## src/rtl/csi2_pkg.sv

```systemverilog
// rtl/csi2_pkg.sv - CSI-2 data types, sequencer states and packet header ECC
package csi2_pkg;

  localparam logic [5:0] DT_FS    = 6'h00;
  localparam logic [5:0] DT_FE    = 6'h01;
  localparam logic [5:0] DT_RAW10 = 6'h2B;

  typedef enum logic [2:0] {
    ST_IDLE    = 3'd0,
    ST_FS      = 3'd1,
    ST_GAP     = 3'd2,
    ST_LH      = 3'd3,
    ST_PAYLOAD = 3'd4,
    ST_CRC     = 3'd5,
    ST_FE      = 3'd6,
    ST_FBLANK  = 3'd7
  } csi2_state_e;

  // Entry i lists the header data bits that feed parity bit Pi.
  localparam logic [5:0][23:0] ECC_MASK = {
    24'hEFFC00, 24'hDF03F0, 24'hB8E38E, 24'h749A6D, 24'hF2555B, 24'hF12CB7
  };

  function automatic logic [7:0] csi2_ecc(input logic [23:0] d);
    logic [7:0] ecc;
    ecc = 8'h00;
    for (int i = 0; i < 6; i++) begin
      ecc[i] = ^(d & ECC_MASK[i]);
    end
    return ecc;
  endfunction

  function automatic logic [7:0] csi2_hdr_byte(input logic [7:0] di, input logic [15:0] wc,
                                               input logic [1:0] idx);
    logic [7:0] b;
    case (idx)
      2'd0:    b = di;
      2'd1:    b = wc[7:0];
      2'd2:    b = wc[15:8];
      default: b = csi2_ecc({wc, di});
    endcase
    return b;
  endfunction

endpackage

```

## src/rtl/csi2_frame_sequencer_if.sv

```systemverilog
// rtl/csi2_frame_sequencer_if.sv - byte stream toward the D-PHY lane serializer
interface csi2_frame_sequencer_if;
  logic [7:0] byte_data;
  logic       byte_valid;
  logic       byte_ready;
  logic       hs_req;

  modport master (output byte_data, output byte_valid, output hs_req, input byte_ready);
  modport slave  (input byte_data, input byte_valid, input hs_req, output byte_ready);
endinterface

```

## src/rtl/csi2_crc16.sv

```systemverilog
// rtl/csi2_crc16.sv - byte-wide reflected CRC-16 (poly 0x8408, seed 0xFFFF)
module csi2_crc16 (
  input  logic        clk_i,
  input  logic        rst_ni,
  input  logic        init_i,
  input  logic        en_i,
  input  logic [7:0]  data_i,
  output logic [15:0] crc_o
);

  logic [15:0] crc_q, crc_d;

  always_comb begin
    crc_d = crc_q;
    if (init_i) begin
      crc_d = 16'hFFFF;
    end else if (en_i) begin
      crc_d = crc_q ^ {8'h00, data_i};
      for (int i = 0; i < 8; i++) begin
        crc_d = crc_d[0] ? ((crc_d >> 1) ^ 16'h8408) : (crc_d >> 1);
      end
    end
  end

  always_ff @(posedge clk_i or negedge rst_ni) begin
    if (!rst_ni) crc_q <= 16'hFFFF;
    else         crc_q <= crc_d;
  end

  assign crc_o = crc_q;

endmodule

```

## src/rtl/csi2_frame_sequencer.sv

```systemverilog
// rtl/csi2_frame_sequencer.sv - CSI-2 FS / RAW10 test-pattern lines / FE generator
module csi2_frame_sequencer
  import csi2_pkg::*;
#(
  parameter int unsigned LINES       = 480,
  parameter int unsigned WORD_COUNT  = 800,
  parameter int unsigned LINE_BLANK  = 16,
  parameter int unsigned FRAME_BLANK = 4096,
  parameter logic [1:0]  VC          = 2'd0
) (
  input  logic                          i2c_slave_top_ref_clk_i,
  input  logic                          i2c_slave_top_reset_i,
  input  logic                          csi2_stream_run_i,
  csi2_frame_sequencer_if.master        px,
  output logic                          frame_active_o,
  output logic [15:0]                   frame_count_o
);

  localparam int unsigned LINE_W    = $clog2(LINES + 1);
  localparam int unsigned BLANK_MAX = (LINE_BLANK > FRAME_BLANK) ? LINE_BLANK : FRAME_BLANK;
  localparam int unsigned BLANK_W   = $clog2(BLANK_MAX) + 1;

  localparam logic [15:0]         WC16      = 16'(WORD_COUNT);
  localparam logic [15:0]         COL_LAST  = 16'(WORD_COUNT - 1);
  localparam logic [LINE_W-1:0]   LINES_L   = LINE_W'(LINES);
  localparam logic [BLANK_W-1:0]  LB_LAST   = BLANK_W'(LINE_BLANK);
  localparam logic [BLANK_W-1:0]  FB_LAST   = BLANK_W'(FRAME_BLANK);

  csi2_state_e         state_q, state_d;
  logic [1:0]          byte_cnt_q, byte_cnt_d;
  logic [15:0]         col_q, col_d;
  logic [LINE_W-1:0]   line_q, line_d;
  logic [BLANK_W-1:0]  blank_q, blank_d;
  logic [15:0]         frame_num_q, frame_num_d;
  logic                run_q, run_d;

  logic [7:0]  tx_byte;
  logic        tx_valid;
  logic        tx_hs;
  logic        crc_init;
  logic        crc_en;
  logic [15:0] crc_val;
  logic [15:0] frame_next;
  logic [5:0]  hdr_dt;
  logic [15:0] hdr_wc;

  // Frame numbers skip 0 on wrap so a zero WC never appears in FS/FE.
  assign frame_next = (frame_num_q == 16'hFFFF) ? 16'h0001 : frame_num_q + 16'h0001;

  always_comb begin
    state_d     = state_q;
    byte_cnt_d  = byte_cnt_q;
    col_d       = col_q;
    line_d      = line_q;
    blank_d     = blank_q;
    frame_num_d = frame_num_q;
    run_d       = 1'b0;
    tx_byte     = 8'h00;
    tx_valid    = 1'b0;
    tx_hs       = 1'b0;
    crc_init    = 1'b0;
    crc_en      = 1'b0;
    hdr_dt      = DT_RAW10;
    hdr_wc      = WC16;

    if (state_q == ST_FS) begin
      hdr_dt = DT_FS;
      hdr_wc = frame_num_q;
    end else if (state_q == ST_FE) begin
      hdr_dt = DT_FE;
      hdr_wc = frame_num_q;
    end

    case (state_q)
      ST_IDLE: begin
        // run is registered once before committing to a frame.
        run_d = csi2_stream_run_i;
        if (run_q) begin
          state_d     = ST_FS;
          frame_num_d = frame_next;
          line_d      = '0;
          byte_cnt_d  = 2'd0;
        end
      end
      ST_FS, ST_LH, ST_FE: begin
        tx_valid = 1'b1;
        tx_hs    = 1'b1;
        tx_byte  = csi2_hdr_byte({VC, hdr_dt}, hdr_wc, byte_cnt_q);
        if (px.byte_ready) begin
          byte_cnt_d = byte_cnt_q + 2'd1;
          if (byte_cnt_q == 2'd3) begin
            blank_d = '0;
            col_d   = '0;
            if (state_q == ST_FS) begin
              state_d = ST_GAP;
            end else if (state_q == ST_LH) begin
              state_d  = ST_PAYLOAD;
              crc_init = 1'b1;
            end else begin
              state_d = ST_FBLANK;
            end
          end
        end
      end
      ST_PAYLOAD: begin
        tx_valid = 1'b1;
        tx_hs    = 1'b1;
        tx_byte  = 8'(line_q) ^ col_q[7:0];
        if (px.byte_ready) begin
          crc_en = 1'b1;
          col_d  = col_q + 16'd1;
          if (col_q == COL_LAST) begin
            state_d    = ST_CRC;
            byte_cnt_d = 2'd0;
          end
        end
      end
      ST_CRC: begin
        tx_valid = 1'b1;
        tx_hs    = 1'b1;
        tx_byte  = byte_cnt_q[0] ? crc_val[15:8] : crc_val[7:0];
        if (px.byte_ready) begin
          byte_cnt_d = byte_cnt_q + 2'd1;
          if (byte_cnt_q[0]) begin
            state_d    = ST_GAP;
            blank_d    = '0;
            byte_cnt_d = 2'd0;
            line_d     = line_q + LINE_W'(1);
          end
        end
      end
      ST_GAP: begin
        blank_d = blank_q + BLANK_W'(1);
        if (blank_q == LB_LAST) begin
          blank_d    = '0;
          byte_cnt_d = 2'd0;
          state_d    = (line_q == LINES_L) ? ST_FE : ST_LH;
        end
      end
      ST_FBLANK: begin
        blank_d = blank_q + BLANK_W'(1);
        if (blank_q == FB_LAST) begin
          blank_d = '0;
          if (csi2_stream_run_i) begin
            state_d     = ST_FS;
            frame_num_d = frame_next;
            line_d      = '0;
            byte_cnt_d  = 2'd0;
          end else begin
            state_d = ST_IDLE;
          end
        end
      end
      default: state_d = ST_IDLE;
    endcase
  end

  always_ff @(posedge i2c_slave_top_ref_clk_i or negedge i2c_slave_top_reset_i) begin
    if (!i2c_slave_top_reset_i) begin
      state_q     <= ST_IDLE;
      byte_cnt_q  <= 2'd0;
      col_q       <= '0;
      line_q      <= '0;
      blank_q     <= '0;
      frame_num_q <= '0;
      run_q       <= 1'b0;
    end else begin
      state_q     <= state_d;
      byte_cnt_q  <= byte_cnt_d;
      col_q       <= col_d;
      line_q      <= line_d;
      blank_q     <= blank_d;
      frame_num_q <= frame_num_d;
      run_q       <= run_d;
    end
  end

  csi2_crc16 u_crc (
    .clk_i  (i2c_slave_top_ref_clk_i),
    .rst_ni (i2c_slave_top_reset_i),
    .init_i (crc_init),
    .en_i   (crc_en),
    .data_i (tx_byte),
    .crc_o  (crc_val)
  );

  assign px.byte_data    = tx_byte;
  assign px.byte_valid   = tx_valid;
  assign px.hs_req       = tx_hs;
  assign frame_active_o  = (state_q != ST_IDLE) && (state_q != ST_FBLANK);
  assign frame_count_o   = frame_num_q;

endmodule

```

## src/flat_wrapper.sv

```systemverilog
// flat-port wrapper written by rule: the top's interface ports become plain ports
module csi2_frame_sequencer_flat import csi2_pkg::*;
#(
  parameter int unsigned LINES       = 480,
  parameter int unsigned WORD_COUNT  = 800,
  parameter int unsigned LINE_BLANK  = 16,
  parameter int unsigned FRAME_BLANK = 4096,
  parameter logic [1:0]  VC          = 2'd0
)
  (i2c_slave_top_ref_clk_i, i2c_slave_top_reset_i, csi2_stream_run_i, frame_active_o, frame_count_o, px_byte_data, px_byte_valid, px_hs_req, px_byte_ready);
  csi2_frame_sequencer_if px_i ();
  input  logic i2c_slave_top_ref_clk_i;
  input  logic i2c_slave_top_reset_i;
  input  logic csi2_stream_run_i;
  output logic frame_active_o;
  output logic [15:0] frame_count_o;
  output wire logic [$bits(px_i.byte_data)-1:0] px_byte_data;
  output wire logic [$bits(px_i.byte_valid)-1:0] px_byte_valid;
  output wire logic [$bits(px_i.hs_req)-1:0] px_hs_req;
  input wire logic [$bits(px_i.byte_ready)-1:0] px_byte_ready;
  assign px_byte_data = px_i.byte_data;
  assign px_byte_valid = px_i.byte_valid;
  assign px_hs_req = px_i.hs_req;
  assign px_i.byte_ready = px_byte_ready;
  csi2_frame_sequencer #(.LINES(LINES), .WORD_COUNT(WORD_COUNT), .LINE_BLANK(LINE_BLANK), .FRAME_BLANK(FRAME_BLANK), .VC(VC)) u_core (.i2c_slave_top_ref_clk_i(i2c_slave_top_ref_clk_i), .i2c_slave_top_reset_i(i2c_slave_top_reset_i), .csi2_stream_run_i(csi2_stream_run_i), .px(px_i), .frame_active_o(frame_active_o), .frame_count_o(frame_count_o));
endmodule
```

## config.mk

```make
export PLATFORM = sky130hd
export DESIGN_NAME = csi2_frame_sequencer_flat
export DESIGN_NICKNAME = d
export VERILOG_FILES = /design/src/rtl/csi2_pkg.sv /design/src/rtl/csi2_frame_sequencer_if.sv /design/src/rtl/csi2_crc16.sv /design/src/rtl/csi2_frame_sequencer.sv /design/src/flat_wrapper.sv
export SDC_FILE = /design/constraint.sdc
export NUM_CORES = 1
export LEC_CHECK = 0
export BUFFER_PORTS_ARGS = -buffer_cell sky130_fd_sc_hd__buf_2
export CAP_MARGIN = 20
export CORE_ASPECT_RATIO = 1.4
export CORE_MARGIN = 2
export CORE_UTILIZATION = 50
export DETAILED_ROUTE_END_ITERATION = 16
export GPL_ROUTABILITY_DRIVEN = 0
export PLACE_DENSITY = 0.74
export SLEW_MARGIN = 30
export SYNTH_ARGS = -nofsm -noshare
export SYNTH_HDL_FRONTEND = slang
export SYNTH_SLANG_ARGS = --single-unit
```

## constraint.sdc

```tcl
create_clock -name i2c_slave_top_ref_clk_i -period 3.3 [get_ports i2c_slave_top_ref_clk_i]
set_input_delay 0.165 -clock i2c_slave_top_ref_clk_i [delete_from_list [all_inputs] [get_ports i2c_slave_top_ref_clk_i]]
set_output_delay 0.165 -clock i2c_slave_top_ref_clk_i [all_outputs]
set_load 0.01 [all_outputs]
```

# [Word level (Yosys, flattened, before mapping)]
# Index checks and enable logic that the tools add are counted.
[totals] regBits=76 inputBits=4 output_inout_bits=27 wordCells=144
[classes] add_sub_neg=5 eq_ne=26 muxes=72 bitwise_logic=10 reduce_logical=23
[ops] op="16-bit 2-to-1 mux" count=19
[ops] op="24-bit XOR reduction" count=6
[ops] op="13-bit 2-to-1 mux" count=6
[ops] op="16-bit one-hot mux with 2 select lines" count=2
[ops] op="13-bit one-hot mux with 4 select lines" count=1
[ops] op="8-bit one-hot mux with 3 select lines" count=2
[ops] op="9-bit 2-to-1 mux" count=5
[ops] op="3-bit 2-to-1 mux" count=11
[ops] op="16-bit by 1-bit adder with 16-bit output, second input constant" count=2
[ops] op="9-bit one-hot mux with 3 select lines" count=1
[ops] op="2-bit inverter with 3-bit output" count=8
[ops] op="2-bit 2-to-1 mux" count=10
[ops] op="3-bit one-hot mux with 6 select lines" count=1
[ops] op="16-bit by 10-bit == test with 1-bit output, second input constant" count=1
[ops] op="16-bit == test, second input constant" count=1
[ops] op="16-bit by 8-bit XOR with 16-bit output" count=1
[ops] op="13-bit by 1-bit adder with 13-bit output, second input constant" count=1
[ops] op="13-bit == test, second input constant" count=1
[ops] op="13-bit by 5-bit == test with 1-bit output, second input constant" count=1
[ops] op="3-bit == test, second input constant" count=4
[ops] op="6-bit 2-to-1 mux" count=2
[ops] op="2-bit by 1-bit != test with 1-bit output, second input constant" count=6
[ops] op="2-bit one-hot mux with 6 select lines" count=1
[ops] op="1-bit 2-to-1 mux" count=10
[ops] op="other kinds (24)" count=33

# [Depth between registers and ports, before layout]
# Gate-level depths: netlist (run 1).
[depth] depth_word=25 ltp_mapped=13 depth_no_buf=10

# [Cells and area by module]
# Synthesis (run 1) repeated with hierarchy kept, for this count alone.
[hier_totals] hier_cells=611 area_unflattened_um2=5554.1
[by_module_without_submodules] mod="csi2_frame_sequencer" n_inst=1 cells_each=531 area_per_inst_um2=4528.1
[by_module_without_submodules] mod="csi2_crc16" n_inst=1 cells_each=80 area_per_inst_um2=1026.0

# [Least setup slack after synthesis (run 1)]
# Ideal clock, no wire load.
[synth_path] path_kind="reg-to-reg" from="register u_core.byte_cnt_q[0]" to="register u_core.u_crc.crc_q[3], in the netlist u_core.u_crc.crc_o[3]" setup_time_ns=0.073 arrival_time_ns=2.841 setup_slack_ns=0.386 path_stages_with_launch=14 n_path_buf=3 period_less_slack_ns=2.914 path_cell_list="dfrtp_1 > clkbuf_1 > buf_2 > inv_1 > ha_1 > clkbuf_1 > a22o_1 > a222oi_1 > xnor2_1 > xnor2_1 > xor2_1 > xnor2_1 > o21ai_0 > a21oi_1"
[synth_via] elab_chain_cells=15
[synth_lines] item="from (decl)" line="csi2_frame_sequencer.sv:30" text="logic [1:0] byte_cnt_q, byte_cnt_d;"
[synth_lines] item="from (signal assigned)" line="csi2_frame_sequencer.sv:169" text="byte_cnt_q <= byte_cnt_d;"
[synth_lines] item="2-bit == test, or another cell as far along" line="csi2_pkg.sv:36" text="case (idx)"
[synth_lines] item="8-bit one-hot mux with 3 select lines" line="csi2_pkg.sv:36"
[synth_lines] item="8-bit one-hot mux with 3 select lines" line="csi2_frame_sequencer.sv:74" text="case (state_q)"
[synth_lines] item="16-bit by 8-bit XOR with 16-bit output" line="csi2_crc16.sv:18" text="crc_d = crc_q ^ {8'h00, data_i};"
[synth_lines] item="16-bit 2-to-1 mux (3 in a row)" line="csi2_crc16.sv:20" text="crc_d = crc_d[0] ? ((crc_d >> 1) ^ 16'h8408) : (crc_d >> 1);"
[synth_lines] item="16-bit 2-to-1 mux or 2-bit inverter with 3-bit output (tied branches)"
[synth_lines] item="16-bit 2-to-1 mux (3 in a row)" line="csi2_crc16.sv:20"
[synth_lines] item="2-bit inverter with 3-bit output (no source line) or 16-bit 2-to-1 mux (tied branches)"
[synth_lines] item="16-bit 2-to-1 mux" line="csi2_crc16.sv:20"
[synth_lines] item="16-bit 2-to-1 mux" line="csi2_crc16.sv:17" text="end else if (en_i) begin"
[synth_lines] item="16-bit 2-to-1 mux" line="csi2_crc16.sv:15" text="if (init_i) begin"
[synth_lines] item="to (signal assigned)" line="csi2_crc16.sv:27" text="else crc_q <= crc_d;"
[synth_lines] item="to (decl)" line="csi2_crc16.sv:11" text="logic [15:0] crc_q, crc_d;"
# Parallel ways exist; a longest one is shown, timed or not. The select of a mux whose other input is x is not followed.
# A chain may end at the register's enable or synchronous reset.

# [Worst setup path in the final report (run 1)]
# Same ends and word-level chain as after synthesis.

==> results of run 1 <==
==> routing by layer <==
metal | track usage (%) | wire length [um] | up-vias
li1 | - | - | 2026
met1 | 27.3 | 5050 | 2025
met2 | 39.0 | 6270 | 117
met3 | 2.96 | 463 | 27
met4 | 11.6 | 422 | 0
met5 | 0 | 0 | -
==> timing repair <==
action	in CTS	in global routing
hold buffers	0	1
gates resized for setup	0	0
hold endpoints to repair	0	60
==> critical path, delay by kind of cell, from the launching register on <==
kind                     cells  cell delay (ns)
AO/OA/AOI/OAI                4             0.94
XOR/XNOR                     4             0.83
adder cells (fa/ha/maj)      1             0.64
flip-flops                   1             0.51
==> cell usage in the layout (no fill, tap or decap), drive strengths merged, types with 15 or more instances in the layout <==
cell and instances:
dfstp 16, and3 15, nand2 46, dfrtp 60, inv 18, nor2 62
a21oi 35, xnor2 56, buf 40, xor2 41, nand3 22, o21ai 37
==> state kept, by name, indices dropped and copies added (netlist names) <==
signal                cells
u_core.run_q              1
u_core.line_q             9
u_core.u_crc.crc_o       16
u_core.blank_q           13
u_core.byte_cnt_q         2
u_core.frame_count_o     16
u_core.state_q            3
u_core.col_q             16
==> through the flow <==
stage	area [um^2]	total power, mW	worst slack (ns)	util [%]	cells
floorplan	5180	3.30	0.386	-	572
global placement	5380	3.80	0.500	52.5	713
detailed placement	5380	3.85	0.436	52.5	713
finish	5730	5.00	0.305	55.9	730
global route	5730	5.29	0.0520	55.9	730
CTS	5710	4.99	0.340	55.8	729
==> power groups by stage <==
stage	clock network, mW	logic, mW	registers [mW]
CTS	1.12	2.41	1.46
global placement	0	2.34	1.46
global route	1.17	2.62	1.50
finish	1.11	2.41	1.47
detailed placement	0	2.37	1.48
floorplan	0	1.94	1.35
==> worst paths after layout <==
check / start / endpoint / slack [ns] / cells past startpoint
worst min register to register: u_core.u_crc.crc_o[0]$_DFFE_PN1P_ / u_core.u_crc.crc_o[0]$_DFFE_PN1P_ / 0.48 / 2
max in group asynchronous: i2c_slave_top_reset_i / u_core.blank_q[9]$_DFFE_PN0P_ / 2.39 / 2
worst max-delay path: u_core.byte_cnt_q[0]$_DFFE_PN0P_ / u_core.u_crc.crc_o[3]$_DFFE_PN1P_ / 0.31 / 9
min in group asynchronous: i2c_slave_top_reset_i / u_core.line_q[7]$_DFFE_PN0P_ / 0.40 / 2
worst min-delay path: csi2_stream_run_i / u_core.run_q$_DFF_PN0_ / 0.10 / 2
worst max register to register: u_core.byte_cnt_q[0]$_DFFE_PN0P_ / u_core.u_crc.crc_o[3]$_DFFE_PN1P_ / 0.31 / 9
==> Yosys cell counts (4+ instances only) <==
library cell	n	area, um^2
and3_1	14	87.6
mux2i_1	8	80.1
nand4_1	12	75.1
dfrtp_1	60	1500
nor3b_1	4	30.0
a22o_1	5	43.8
ha_1	10	125
nor2b_1	4	25.0
a22oi_1	6	45.0
nor2_1	60	225
a21oi_1	32	160
inv_1	17	63.8
buf_4	4	30.0
buf_6	4	45.0
buf_2	12	60.1
o22ai_1	7	43.8
xnor2_1	52	455
o22a_1	5	43.8
or3_1	5	31.3
o21ai_0	36	180
nor4_1	4	25.0
nor3_1	6	30.0
xor2_1	39	342
nand3_1	22	110
nand2_1	46	173
dfstp_2	16	420
clkbuf_1	13	48.8
==> final cells by class <==
cell class                      count  area, um^2
Tap cell                          138         173
Fill cell                         946        4510
Sequential cell                    76        1920
Clock inverter                      5        82.6
Timing Repair Buffer               41         241
Clock buffer                       11         253
Multi-Input combinational cell    442        2990
Inverter                           17        63.8
==> cell families after synthesis <==
| kind of cell | count (synthesis) | synth area share (%) |
|---|---|---|
| flops | 76 | 37.1 |
| buf+inv | 54 | 5.10 |
| mux | 9 | 1.76 |
| compound gates | 121 | 14.9 |
| simple gates | 203 | 20.3 |
| xor+xnor | 99 | 18.4 |
| fa+ha+maj | 10 | 2.42 |
==> results by group, run 1 <==
Run status
  – Status: finished, final reports clean

Yosys
  – Yosys warns: 0
  – Post-synth top flop: dfrtp_1
  – Synthesized flop and latch total: 76
  – Post-synth EDFFs: 0
  – Post-synth ARST share: 100%
  – Synth Net Count: 586
  – Post-synthesis area per instance: 9.05 um^2
  – Mapped Area: roughly 5200 um^2
  – Post-Syn Instances: around 570
  – Synth cell types: 72
  – Seq/Total Area, Yosys: 37.1%

Timing
  – Setup TNS: 0 ns
  – RSZ-0062 raised after global routing: no
  – Final Slew Violations: 0
  – Final Skew: between 0.008 and 0.009 ns
  – Setup Viol. Count Final: 0
  – Slew headroom: 52.7%
  – Fin crit period: approximately 3.0 ns
  – Hold Vio Cnt, Final: 0
  – Slew @ Worst Pin: 0.709 ns
  – Max Clk Rate: 334 MHz
  – Crit share post-route: approximately nine tenths
  – Hold_ws: 0.104 ns

Finish
  – NumNets Final: 601
  – Share of post-route cells with drive strength above 1: roughly 16%
  – ANT cells: 0
  – Area Growth Syn to Fin: 10.6%

Worst setup path
  – Startpoint types: flip-flop
  – Critical path, cell by cell: ha_1, a21oi_1, a222oi_1, xnor2_1, xnor2_1, xor2_1, xnor2_1, o21ai_0, a21oi_1
  – CP max stage delay: 0.64 ns
  – CP max stage cell: ha_1
  – CP endpoint kind: flip-flop
  – Crit Path Category: reg -> reg
  – Cell repeated most along the worst path: xnor2_1
  – Crit path required time: 3.58 ns
  – CP Data Arrival Time: about 3.3 ns
  – Critical-path maximum fanout: 17

Power and ir drop
  – Power Dens Cells: 872 nW/um^2
  – Clock power frac: 22.2%
  – Combinational Power Share: 48.3%
  – Total net switching power: between 2 and 2.5 mW
  – Leak pwr: 2.55 nW
  – IR drop worst, VDD: ~0.00073 V
  – Register share of total power: 29.5%
  – Switching part of the total: 41.1%
  – Internal: 2.94 mW

CTS
  – CTS tree: built
  – Later-pin clock latency in the skew report: 0.35 ns
  – CTS H-tree lvls: 3
  – Clock root buffer: clkbuf_16
  – CTS sink count: 76
  – Clk buf depth: 2
  – CTS clk-pin slew, worst paths: 0.06 ns
  – TritonCTS buffer count: 9
  – Setup Buffers After CTS: 0

Drt
  – Post-route ant nets: 0
  – Starting DRC count in detailed routing: 338
  – DR vias: 4,195
  – Routed vias/inst: about 5.7
  – DRC Markers: 0
  – DRT Pass-1 Iters: 5
  – WL final: 12,200 um
  – WL/cell: 16.7 um

Floorplanning
  – FP Rows: 44
  – DIE AREA: between 10,000 and 15,000 um^2
  – Core ar.: approximately 10,000 um^2
  – Starting Density: 50.6%
  – Chip height: 124 um
  – I/O pin cnt: 31
  – Die width: 90 um

GRT
  – Vias in the first global route: approximately 4,100
  – Grt ovf: 0
  – Largest net degree at the start of global routing: 77
  – First-pass GRT wire length: ~21,000 um
  – Gr usage total: between 20% and 30%
  – Initial antenna violation count: 0

Worst hold path
  – Hold Path Class: in -> reg

Place
  – IO buf count: 30
  – Post-DP HPWL: 8880 um

Flow run
  – Reported max-cap violation count: 0
No activity file was read; power rests on OpenSTA's default activity.
==> inputs of run 2 (changes only) <==
--- a/config.mk
+++ b/config.mk
@@ -5,6 +5,7 @@
 export SDC_FILE = /design/constraint.sdc
 export NUM_CORES = 1
 export LEC_CHECK = 0
+export ABC_AREA = 1
 export BUFFER_PORTS_ARGS = -buffer_cell sky130_fd_sc_hd__buf_2
 export CAP_MARGIN = 20
 export CORE_ASPECT_RATIO = 1.4
@@ -12,7 +13,7 @@
 export CORE_UTILIZATION = 50
 export DETAILED_ROUTE_END_ITERATION = 16
 export GPL_ROUTABILITY_DRIVEN = 0
-export PLACE_DENSITY = 0.74
+export PLACE_DENSITY = 0.73
 export SLEW_MARGIN = 30
 export SYNTH_ARGS = -nofsm -noshare
 export SYNTH_HDL_FRONTEND = slang
==> results by group, run 2 <==
Flow run
  – Reported max-cap violation count: 0

CTS
  – Clock root buffer: clkbuf_16
  – PostCTS Resize Cnt: 0
  – CTS sink count: 76
  – CTS clk-pin slew, worst paths: 0.06 ns
  – Setup Buffers After CTS: 0
  – TritonCTS buffer count: 9
  – CTS tree: built
  – CTS H-tree lvls: 3
  – Hold_buf cts: 1
  – Clk buf depth: 2
  – Later-pin clock latency in the skew report: 0.34 ns

Worst hold path
  – Hold path depth: 2
  – Hold Path Class: in -> reg
  – Hold Path End: u_core.run_q$_DFF_PN0_
  – Hold path start: csi2_stream_run_i

Power and ir drop
  – Combinational Power Share: under 10%
  – IR drop worst, VDD: 0.000245 V
  – Total net switching power: 0.428 mW
  – Switching part of the total: 21.7%
  – Leak pwr: 3.39 nW
  – Power Dens Cells: around 320 nW/um^2
  – Clock power frac: 50.9%
  – Register share of total power: 47.4%
  – Internal: 1.55 mW

Timing
  – Final Skew: 0.00520 ns
  – Hold Vio Cnt, Final: 0
  – Max Clk Rate: about 340 MHz
  – Hold_ws: between 0.1 and 0.15 ns
  – Final Slew Violations: 0
  – Fin crit period: 2.94 ns
  – Slew @ Worst Pin: 0.713 ns
  – RSZ-0062 raised after global routing: no
  – Setup Viol. Count Final: 0
  – Crit share post-route: 89.2%
  – Slew headroom: 52.0%
  – Setup TNS: 0 ns

Yosys
  – Synth cell types: between 40 and 50
  – Post-Syn Instances: 853
  – Post-synth top flop: dfrtp_1
  – Post-synth EDFFs: 0
  – Top post-synthesis cells by area: dfrtp_1, nand2_1, inv_1
  – Yosys warns: 0
  – Top cell type's share of synthesized area: 26.5%
  – Post-synthesis area per instance: about 6.6 um^2
  – Cell with the most instances after synthesis: nand2_1
  – Mapped Area: 5670 um^2
  – Synthesized flop and latch total: 76
  – Seq/Total Area, Yosys: 33.9%
  – Synth Net Count: 867
  – Synth area leader: dfrtp_1
  – Post-synth ARST share: 100%
  – Top cells by instance count after synthesis: nand2_1, inv_1, nand3_1

Floorplanning
  – Die width: around 94 um
  – I/O pin cnt: 31
  – DIE AREA: 12,200 um^2
  – Core ar.: 11,200 um^2
  – Chip height: between 100 and 150 um
  – Starting Density: between 50% and 60%
  – FP Rows: 46

Worst setup path
  – CP Data Arrival Time: 3.15 ns
  – Length in cells of the worst reg-to-reg path: 14
  – Worst reg2reg path startpoint: u_core.byte_cnt_q[0]$_DFFE_PN0P_
  – CP max stage delay: 0.63 ns
  – Startpoint types: flip-flop
  – CP endpoint kind: flip-flop
  – Start point of the critical path: u_core.byte_cnt_q[0]$_DFFE_PN0P_
  – Cell repeated most along the worst path: nand2_1
  – FF-to-FF setup slack: 0.36 ns
  – CP max stage cell: dfrtp_1
  – R2r endpoint: u_core.blank_q[11]$_DFFE_PN0P_
  – Crit Path Category: reg -> reg
  – Critical path, cell by cell: ha_1, inv_1, nand2_1, nand2_1, inv_1, nand2_2, inv_2, nand2_1, nor2_2, nand2_1, nor2_2, and3_1, and3_1, nor3_2
  – Crit path required time: 3.51 ns
  – Critical-path maximum fanout: 19

Run status
  – Status: finished, final reports clean

GRT
  – Vias in the first global route: around 5,300
  – First-pass GRT wire length: 24,600 um
  – Initial antenna violation count: 0
  – Gr usage total: between 20% and 30%
  – Grt ovf: 0
  – Largest net degree at the start of global routing: 40

Drt
  – Routed vias/inst: around 5.4
  – WL/cell: 14.3 um
  – WL final: between 10,000 and 15,000 um
  – DRT Pass-1 Iters: 5
  – DRC Markers: 0
  – Post-route ant nets: 0
  – Starting DRC count in detailed routing: 306
  – DR vias: 5,543

Place
  – IO buf count: 30
  – Post-DP HPWL: 11,400 um

Finish
  – Commonest non-fill, non-tap cells in the layout: nand2_1, inv_1, nand3_1
  – NumNets Final: 897
  – Share of post-route cells with drive strength above 1: 11.9%
  – Final Util: 56.0%
  – ANT cells: 0
  – Leading cell type in the layout, fill and taps excluded: nand2_1
  – Area Growth Syn to Fin: 10.3%
## run 2: cell count changes in the layout (fill, tap and decap cells not counted), sizes merged, moves of 6 or more
cell   before  now
nand2      46  252
nor3        6   34
xnor2      56   12
mux2i       8    0
inv        18  145
nand3      22   86
xor2       41    8
and3       15    5
a21oi      35   28
nor3b       5   11
o21ai      37   66
## run 2: cell families after synthesis
group	count (synthesis)	share of synthesized area, %
buffers and inverters	163	11.7
AOI/OAI and AO/OA	120	11.7
adders and majority gates	10	2.21
and+or+nand+nor	464	37.4
xor gates and xnor gates	20	3.09
DFF	76	33.9
## run 2: cell type report
class                      count  area [um^2]
tap                          144          180
sequential                    76         1920
inverter                     145          544
fill                        1151         4910
timing repair buffer          37          220
clock inverter                 6         63.8
multi-input combinational    614         3080
clock buffer                  10          239
## run 2: power by group through the flow
stage | Combinational [mW] | Clock (mW) | Sequential (mW)
after floorplan | 0.00645 | 0 | 0.951
after global placement | 0.0306 | 0 | 0.951
after detailed placement | 0.0340 | 0 | 0.951
after CTS | 0.0350 | 1.03 | 0.934
after global routing | 0.0391 | 1.07 | 0.934
final | 0.0336 | 1.01 | 0.935
## run 2: worst max path at each step
stage / end / cells after the start
after detailed placement: u_core.blank_q[11]$_DFFE_PN0P_ / 14
after global routing: u_core.blank_q[11]$_DFFE_PN0P_ / 14
final: u_core.blank_q[11]$_DFFE_PN0P_ / 14
after global placement: u_core.blank_q[11]$_DFFE_PN0P_ / 14
after CTS: u_core.blank_q[11]$_DFFE_PN0P_ / 14
after floorplan: u_core.u_crc.crc_o[0]$_DFFE_PN1P_ / 22
## run 2: metrics by stage
stage	setup slack, ns	instances	power (mW)	area [um^2]
detailed placement	0.419	1015	0.985	5940
global route	0.110	1032	2.04	6250
floorplan	1.10	853	0.957	5670
global placement	0.470	1014	0.981	5920
CTS	0.404	1032	2.00	6250
finish	0.355	1032	1.97	6250
## run 2: worst max-delay path: cells and delay by family (launching register included)
family	cells	cell delay [ns]
simple gates	10	1.25
flops	1	0.63
buf+inv	3	0.46
fa+ha+maj	1	0.44
## run 2: per-layer routing
metal / share of wire [%] / global-route usage (%)
met4: 4.1 / 12.4
met5: 0 / 0
met1: 40 / 29.5
met2: 52 / 45.9
met3: 3.5 / 4.45
==> inputs of run 3 (changes only) <==
--- a/config.mk
+++ b/config.mk
@@ -6,14 +6,15 @@
 export NUM_CORES = 1
 export LEC_CHECK = 0
 export ABC_AREA = 1
+export ABC_CLOCK_PERIOD_IN_PS = 2400
 export BUFFER_PORTS_ARGS = -buffer_cell sky130_fd_sc_hd__buf_2
 export CAP_MARGIN = 20
 export CORE_ASPECT_RATIO = 1.4
 export CORE_MARGIN = 2
-export CORE_UTILIZATION = 50
+export CORE_UTILIZATION = 40
 export DETAILED_ROUTE_END_ITERATION = 16
 export GPL_ROUTABILITY_DRIVEN = 0
-export PLACE_DENSITY = 0.73
+export PLACE_DENSITY = 0.64
 export SLEW_MARGIN = 30
 export SYNTH_ARGS = -nofsm -noshare
 export SYNTH_HDL_FRONTEND = slang
==> constraint.sdc (replaced) <==
create_clock -name i2c_slave_top_ref_clk_i -period 2.4 [get_ports i2c_slave_top_ref_clk_i]
set_input_delay 0.12 -clock i2c_slave_top_ref_clk_i [delete_from_list [all_inputs] [get_ports i2c_slave_top_ref_clk_i]]
set_output_delay 0.12 -clock i2c_slave_top_ref_clk_i [all_outputs]
set_load 0.01 [all_outputs]
==> results by group, run 3 (synthesis gave the netlist of run 2 again) <==
Timing
  – RSZ-0062 raised after global routing: yes
  – Fin crit period: 2.52 ns
  – Crit share post-route: 105%
  – Hold Vio Cnt, Final: 0
  – Setup Viol. Count Final: 14
  – Slew headroom: 56.5%
  – Post-route setup slack: -0.116 ns
  – Slew @ Worst Pin: 0.652 ns
  – Hold_ws: about 0.073 ns
  – Max Clk Rate: 397 MHz
  – Setup TNS: -0.846 ns
  – Final Slew Violations: 0
  – Final Skew: 0.00775 ns

GRT
  – Vias in the first global route: between 6,000 and 7,000
  – Largest net degree at the start of global routing: 70
  – Initial antenna violation count: 0
  – First-pass GRT wire length: about 28,000 um
  – Grt ovf: 0
  – Gr usage total: 23.1%

CTS
  – Clock root buffer: clkbuf_16
  – CTS clk-pin slew, worst paths: 0.06 ns
  – Later-pin clock latency in the skew report: 0.35 ns
  – TritonCTS buffer count: 9
  – Clk buf depth: 2
  – CTS H-tree lvls: 3
  – CTS sink count: 76
  – CTS tree: built

Finish
  – Area Growth Syn to Fin: 44.3%
  – Leading cell type in the layout, fill and taps excluded: nand2_1
  – NumNets Final: 1,018
  – Fin cells: about 1,200
  – Post-route cell area: a little over 8000 um^2
  – Share of post-route cells with drive strength above 1: between 30% and 40%
  – ANT cells: 0
  – Commonest non-fill, non-tap cells in the layout: nand2_1, inv_1, buf_4
  – Fillcell total: between 1,000 and 1,500

Drt
  – Routed vias/inst: between 5 and 6
  – DR vias: 6,269
  – WL/cell: roughly 15 um
  – Post-route ant nets: 0
  – Starting DRC count in detailed routing: 246
  – WL final: 18,000 um
  – DRC Markers: 0
  – DRT Pass-1 Iters: 5

Worst hold path
  – Hold Path Class: in -> reg

Power and ir drop
  – IR drop worst, VDD: 0.000361 V
  – Leak pwr: between 4 and 5 nW
  – Power Dens Cells: 321 nW/um^2

Worst setup path
  – Crit Path Category: reg -> out
  – CP max stage cell: dfrtp_2
  – Cell repeated most along the worst path: buf_6
  – CP max stage delay: ~0.45 ns
  – FF-to-FF setup slack: -0.07 ns
  – Startpoint types: flip-flop
  – Critical path, cell by cell: inv_2, nand3_4, nand2_8, buf_6, buf_6, nand3_2, nand2_2, inv_2, nand2_2, nand2_1, nand2_1, nand3_2, nand2_4, nand2_4, buf_6, buf_6
  – CP Data Arrival Time: 2.40 ns
  – Crit path required time: 2.28 ns
  – CP endpoint kind: primary output
  – Critical-path maximum fanout: 5

Run status
  – Failing checks: negative setup slack
  – Status: finished with violations

Floorplanning
  – DIE AREA: 15,200 um^2
  – FP Rows: 51
  – Starting Density: approximately two fifths
  – Chip height: 145 um
  – Core ar.: 13,900 um^2
  – Die width: approximately 100 um
  – I/O pin cnt: 31

Place
  – IO buf count: 30
  – DP Area: 6690 um^2
  – Placed cell count: about 1,200
  – Post-DP HPWL: between 10,000 and 15,000 um

Flow run
  – Reported max-cap violation count: 0
==> run 3: report_power, final <==
group	switching, mW	internal, mW	leakage [nW]	total, mW
combinational	0.0378	0.0128	3.30	0.0505
sequential	0.000946	1.28	0.831	1.28
clock	0.592	0.695	0.131	1.29
==> run 3: path summary, 6_finish.rpt <==
kind,from,end,cells after the start
min in group asynchronous,i2c_slave_top_reset_i,u_core.col_q[9]$_DFFE_PN0P_,2
hold / removal,csi2_stream_run_i,u_core.run_q$_DFF_PN0_,2
max in group asynchronous,i2c_slave_top_reset_i,u_core.u_crc.crc_o[11]$_DFFE_PN1P_,3
setup reg to reg,u_core.state_q[0]$_DFFE_PN0P_,u_core.u_crc.crc_o[1]$_DFFE_PN1P_,21
setup / recovery,u_core.state_q[0]$_DFFE_PN0P_,px_byte_data[3],16
hold reg to reg,u_core.col_q[11]$_DFFE_PN0P_,u_core.col_q[11]$_DFFE_PN0P_,1
==> run 3: stage by stage <==
stage                     total power [mW]  util, %  worst slack, ns
after floorplan                       1.32        -            0.196
after global placement                1.35     48.1           -0.155
after detailed placement              1.35     48.1           -0.199
after CTS                             2.64     52.9          -0.0444
after global routing                  2.69     58.8           -0.239
final                                 2.62     58.8           -0.116
==> run 3: layer usage <==
metal / global-route usage [%] / up-vias / part of all wire [%]
li1: - / 3060 / -
met1: 24.6 / 3009 / 38
met2: 44.9 / 155 / 55
met3: 3.18 / 45 / 3.3
met4: 11.2 / 0 / 3.4
met5: 0 / - / 0
==> run 3: final cells by class <==
cell class              instances  area (um^2)  share of cell area [%]
clock inverters                 7         43.8                   0.535
flip-flops and latches         76         1930                    23.5
multi-input cells             616         4000                    48.9
well taps                     185          231                    2.83
repair buffers                156         1210                    14.7
clock buffers                   9          225                    2.75
inverters                     145          547                    6.69
==> run 3: what timing repair did <==
action | in CTS | in global routing
hold endpoints to repair | 60 | 0
pin swaps | 53 | 78
gates cloned | 2 | 0
gates resized for setup | 83 | 178
hold buffers | 1 | 0
buffers inserted | 11 | 15
endpoints found under the setup margin | 38 | 44
==> run 3: critical path, delay by kind of cell (launching register included) <==
| family | cells | cell delay (ns) |
|---|---|---|
| buf+inv | 6 | 0.61 |
| simple gates | 10 | 0.98 |
| flops | 1 | 0.45 |
